[src/rtl/router_dst_reader.sv]
// router_dst_reader: destination-side reader for one router output channel.
// Drains the channel FIFO, parses {len,addr} header / payload / parity packets
// and streams payload bytes on a valid/ready interface with sop/eop markers.
// Optional build macro: ROUTER_RD_PARITY_CHK_EN builds the parity accumulator
// and drives pkt_err; without it pkt_err is tied low.
module router_dst_reader #(
  parameter int WIDTH     = 8,
  parameter int BUF_DEPTH = 4
) (
  input  logic             router_clock,
  input  logic             resetn,
  input  logic             soft_reset,
  input  logic             fifo_empty,
  input  logic [WIDTH-1:0] fifo_data,
  output logic             fifo_read_enb,
  output logic [WIDTH-1:0] m_data,
  output logic             m_valid,
  input  logic             m_ready,
  output logic             m_sop,
  output logic             m_eop,
  output logic [5:0]       pkt_len,
  output logic [1:0]       pkt_addr,
  output logic             pkt_done,
  output logic             pkt_err
);

  localparam int OCC_W = $clog2(BUF_DEPTH + 1);
  localparam int PTR_W = $clog2(BUF_DEPTH);
  localparam int ENT_W = WIDTH + 2;

  typedef enum logic [1:0] {HDR, PAY, PAR} state_t;

  state_t           state, state_nxt;
  logic             clr;
  logic             inflight;
  logic [OCC_W-1:0] occ;
  logic [OCC_W:0]   credit;
  logic [PTR_W-1:0] wr_ptr, rd_ptr;
  logic [ENT_W-1:0] buf_mem [BUF_DEPTH];
  logic [ENT_W-1:0] head;
  logic [5:0]       rem, rem_nxt, len_nxt;
  logic [1:0]       addr_nxt;
  logic             push, push_sop, push_eop, pop, done_nxt;
`ifdef ROUTER_RD_PARITY_CHK_EN
  logic [WIDTH-1:0] par, par_nxt;
  logic             err_nxt;
`endif

  function automatic logic [PTR_W-1:0] ptr_inc(input logic [PTR_W-1:0] p);
    return (p == PTR_W'(BUF_DEPTH - 1)) ? '0 : p + 1'b1;
  endfunction

  // Reset and channel flush share one clear; a read is never issued while
  // clearing because the returning byte would be discarded anyway.
  assign clr    = ~resetn | soft_reset;
  assign credit = {1'b0, occ} + (OCC_W + 1)'(inflight);
  assign fifo_read_enb = ~clr & ~fifo_empty & (credit < (OCC_W + 1)'(BUF_DEPTH));

  assign head    = buf_mem[rd_ptr];
  assign m_valid = (occ != '0);
  assign m_data  = head[WIDTH-1:0];
  assign m_sop   = m_valid & head[WIDTH+1];
  assign m_eop   = m_valid & head[WIDTH];
  assign pop     = m_valid & m_ready;

  // Parser state register.
  always_ff @(posedge router_clock) begin
    if (clr) state <= HDR;
    else     state <= state_nxt;
  end

  // Parser next-state and per-byte actions; only acts on an arriving byte.
  always_comb begin
    state_nxt = state;
    rem_nxt   = rem;
    len_nxt   = pkt_len;
    addr_nxt  = pkt_addr;
    push      = 1'b0;
    push_sop  = 1'b0;
    push_eop  = 1'b0;
    done_nxt  = 1'b0;
`ifdef ROUTER_RD_PARITY_CHK_EN
    par_nxt   = par;
    err_nxt   = 1'b0;
`endif
    if (inflight) begin
      case (state)
        HDR: begin
          len_nxt   = fifo_data[7:2];
          addr_nxt  = fifo_data[1:0];
          rem_nxt   = fifo_data[7:2];
`ifdef ROUTER_RD_PARITY_CHK_EN
          par_nxt   = fifo_data;
`endif
          state_nxt = (fifo_data[7:2] != 6'd0) ? PAY : PAR;
        end
        PAY: begin
          push     = 1'b1;
          push_sop = (rem == pkt_len);
          push_eop = (rem == 6'd1);
          rem_nxt  = rem - 6'd1;
`ifdef ROUTER_RD_PARITY_CHK_EN
          par_nxt  = par ^ fifo_data;
`endif
          if (rem == 6'd1) state_nxt = PAR;
        end
        PAR: begin
          done_nxt  = 1'b1;
`ifdef ROUTER_RD_PARITY_CHK_EN
          err_nxt   = (fifo_data != par);
`endif
          state_nxt = HDR;
        end
        default: state_nxt = HDR;
      endcase
    end
  end

  // Read tracking, packet fields and status pulses.
  always_ff @(posedge router_clock) begin
    if (clr) begin
      inflight <= 1'b0;
      rem      <= '0;
      pkt_len  <= '0;
      pkt_addr <= '0;
      pkt_done <= 1'b0;
    end else begin
      inflight <= fifo_read_enb;
      rem      <= rem_nxt;
      pkt_len  <= len_nxt;
      pkt_addr <= addr_nxt;
      pkt_done <= done_nxt;
    end
  end

`ifdef ROUTER_RD_PARITY_CHK_EN
  // Parity accumulator and registered mismatch flag.
  always_ff @(posedge router_clock) begin
    if (clr) begin
      par     <= '0;
      pkt_err <= 1'b0;
    end else begin
      par     <= par_nxt;
      pkt_err <= err_nxt;
    end
  end
`else
  assign pkt_err = 1'b0;
`endif

  // Payload buffer: circular FIFO of {sop, eop, data}; credit rule keeps it from overflowing.
  always_ff @(posedge router_clock) begin
    if (clr) begin
      for (int i = 0; i < BUF_DEPTH; i++) buf_mem[i] <= '0;
      wr_ptr <= '0;
      rd_ptr <= '0;
      occ    <= '0;
    end else begin
      if (push) begin
        buf_mem[wr_ptr] <= {push_sop, push_eop, fifo_data};
        wr_ptr          <= ptr_inc(wr_ptr);
      end
      if (pop) rd_ptr <= ptr_inc(rd_ptr);
      occ <= occ + OCC_W'(push) - OCC_W'(pop);
    end
  end

endmodule

[config.mk]
export PLATFORM = sky130hd
export DESIGN_NAME = router_dst_reader
export DESIGN_NICKNAME = d
export VERILOG_FILES = /design/src/rtl/router_dst_reader.sv
export SDC_FILE = /design/constraint.sdc
export NUM_CORES = 1
export LEC_CHECK = 0
export ABC_AREA = 1
export CORE_ASPECT_RATIO = 0.75
export CORE_MARGIN = 3
export CORE_UTILIZATION = 55
export CTS_CLUSTER_SIZE = 24
export DETAILED_ROUTE_END_ITERATION = 8
export PLACE_DENSITY = 0.8
export SLEW_MARGIN = 20
export SYNTH_ARGS = -nofsm -noshare
export SYNTH_HDL_FRONTEND = slang
export SYNTH_SLANG_ARGS = --single-unit
export TNS_END_PERCENT = 30
[constraint.sdc]
create_clock -name router_clock -period 2.3 [get_ports router_clock]
set_input_delay 0.345 -clock router_clock [delete_from_list [all_inputs] [get_ports router_clock]]
set_output_delay 0.345 -clock router_clock [all_outputs]
set_load 0.005 [all_outputs]
==> impl_results.md <==
- TritonCTS sink count: 67
- Max-cap violations: 0
- Sequential share of power: 51.9%
- WHS: 494 ps
- Antenna viol nets, final: 0
- Core Util, Final: 73.5%
- Post-route cell area: 3760 sq um
- Leak: 1.54 nW
- Placer Congestion: 0.840
- Die W: 92.2 um
- DR DRC count: 0
- Core footprint: 5120 sq um
- Initial Util: 59.9%
- Root Buffer: clkbuf_8
- Die area: 6520 sq um
- Mean area per synthesized cell: 9.10 sq um
- Post-synth top area share: 39.2%
- Sequential element share of the synthesized area: 56.8%
- Vias in the first global route: 2362
- Synth Area in Adders: 3.10%
- TritonCTS clock tree: yes
- Worst Path Class, Setup: register to output port
- Multiplexer area fraction after synthesis: 0%
- GRT overflow: 0
- First-pass DRT Iterations: 5
- Switch share: 22.0%
- GRT Overall Usage: 23.8%
- Crit path required time: 1960 ps
- Synth area leaders: edfxtp_1 39%, dfxtp_1 18%, nor2_1 10%, o21ai_0 6.2%, inv_1 4.3%
- Final Hold Vio Count: 0
- Crit path max fanout: 4
- Wire per inst: 15.9 um
- Critical Path AT: 1860 ps
- Power Dens Cells: 675 nW/um^2
- Number of unique standard cell types used by synthesis: 33
- Via-per-instance ratio: 5.55
- Outcome: finished, final reports clean
- Die Y: 70.7 um
- Setup_tns: 0 ps
- Tcrit/Tclk final: 95.9%
- Worst-skew pair later-pin latency: 350 ps
- Multi-input logic area: 1120 sq um
- Fmax: 453 MHz
- NetSw: 0.559 mW
- Worst VDD drop: 0.000529 V
- DP Cell Count: 441
- Synth Area in Simple Gates: 18.6%
- # diodes: 0
- Detailed placement HPWL: 4.92 mm
- Reg clk slew, reported paths: 70 ps
- Tot Pwr: 2.54 mW
- Max Root-Sink Buffers: 2
- Min setup slack post-route: 94.1 ps
- RSZ-0062 raised after global routing: true
- Synthesized flop and latch total: 67
- Cells after Synth: 337
- Initial antenna violation count: 0
- Dpl ws: 122 ps
- Fill cells: 387
- Ys Warns: 0
- CP startpoint kind: register
- Global-route wire length before repair: 11.7 mm
- Placed Area: 3520 sq um
- Xor and xnor fraction of the mapped netlist area: 1.43%
- Register area: 1750 sq um
- Post-route minimum period: 2210 ps
- Row cnt: 22
- Largest family of logic cells by synthesized area: simple AND/OR/NAND/NOR gates
- Total CTS buffers: 9
- Port Buffer Count: 33
- H-Tree Depth: 3
- Top delay family on crit path: buffers and inverters
- Post-Syn Nets: 357
- # hold bufs at CTS: 0
- 1st-iter DRT viols: 179
- Power share of the clock group: 41.9%
- Worst min-delay path class: register to register
- Cell chain of the critical path: ha_1, and3_1, nor4_2, clkdlybuf4s50_1
- Slowest cell delay on critical path: 540 ps
- Internal Power: 1.98 mW
- Worst Path Buf+Inv: 1
- CP max-delay cell: clkdlybuf4s50_1
- Area growth from synthesis to layout: 22.8%
- Dominant cell type by area after synthesis: edfxtp_1
- Final wirelength: 7.28 mm
- Non-Filler Instances: 458
- Crit end category: output port
- Setup Viol. Count Final: 0
- Largest net degree at the start of global routing: 19
- Via Count: 2544
- Ports: 35
- Nets: 401
- Synth Cell Area: 3070 sq um
- Max Slew Vio Count: 0
- Share of cells above drive strength 1: 11.4%
- Final Skew: 10.9 ps
- Compound-Gate Fraction of Synth Area: 12.8%
- Combinational power share: 6.2%
layout make-up:
cell class	count	share of cell area, %
Inverter	39	3.99
Sequential cell	67	46.4
Multi-Input combinational cell	218	29.7
Clock inverter	6	2.36
Tap cell	72	2.39
Clock buffer	10	3.39
Timing Repair Buffer	46	11.8
state kept, by name, indices dropped and copies added, names as in the netlist, named ones only:
signal,cells
pkt_done,1
inflight,1
buf_mem,40
rem,6
rd_ptr,2
wr_ptr,2
occ,3
pkt_len,6
state,2
pkt_addr,2
logic make-up after synthesis:
family	count (synthesis)
and+or+nand+nor	132
AOI/OAI and AO/OA	73
DFF	67
buffers and inverters	52
adders and majority gates	7
xor gates and xnor gates	5
other	1
Yosys cell counts:
cell / instances
nor2_1: 84
edfxtp_1: 40
o21ai_0: 38
inv_1: 35
dfxtp_1: 27
nand2_1: 23
a21oi_1: 20
o22ai_1: 11
nand3_1: 7
clkbuf_1: 6
ha_1: 6
inv_2: 4
nand4_1: 4
nor2_4: 4
xor2_1: 4
nor4_1: 3
buf_2: 2
buf_6: 2
nand2_2: 2
nor3_1: 2
a211oi_1: 1
a31oi_1: 1
and3_1: 1
buf_1: 1
buf_4: 1
clkbuf_2: 1
conb_1: 1
fa_1: 1
nand2_4: 1
nor2_2: 1
o31ai_1: 1
o31ai_2: 1
xnor2_1: 1
layout by cell type (no fill, tap or decap), types with 2 or more instances in the layout:
cell and n:
a21oi_1 20, buf_4 11, bufinv_16 2, clkbuf_8 9, clkdlybuf4s50_1 33, clkinvlp_4 2, dfxtp_1 26, edfxtp_1 40
ha_1 6, inv_1 34, inv_2 4, nand2_1 23, nand2_2 2, nand3_1 7, nand4_1 4, nor2_1 84
nor2_4 4, nor4_1 2, o21ai_0 38, o22ai_1 11, xor2_1 4
worst register-to-register path, delay by kind of cell, from the launching register on:
family | cells | cell delay [ps]
AND/OR/NAND/NOR | 5 | 680
flip-flops | 1 | 350
buffers and inverters | 2 | 190
XOR/XNOR | 1 | 150
adder cells (fa/ha/maj) | 2 | 580
worst paths after layout:
kind	cells past startpoint	slack (ps)	from	endpoint
worst max register to register	10	240	occ[0]	occ[2]
worst max-delay path	4	90	occ[1]	fifo_read_enb
worst min-delay path	1	490	state[0]	pkt_done
worst min register to register	1	490	state[0]	pkt_done
power by group through the flow:
stage | registers [mW] | clock network [mW] | logic [mW]
3_3_place_gp | 1.35 | 0 | 0.150
4_1_cts | 1.32 | 1.08 | 0.155
6_report | 1.32 | 1.06 | 0.157
5_1_grt | 1.32 | 1.12 | 0.173
2_1_floorplan | 1.34 | 0 | 0.0785
3_5_place_dp | 1.35 | 0 | 0.154
layer usage:
layer  vias up  part of all wire, %  track usage (%)
met5         -                    0                0
met1      1216                   43             32.8
met4         0                 0.70             7.08
met3         6                  8.8             9.14
li1       1210                    -                -
met2       112                   47             35.2
what timing repair did:
| item | 4_1_cts | 5_1_grt |
|---|---|---|
| setup buffers | 0 | 1 |
| pin swaps | 0 | 0 |
| endpoints found under the setup margin | 3 | 6 |
| gates resized for setup | 1 | 5 |
Power figures use the tool's default switching activity.
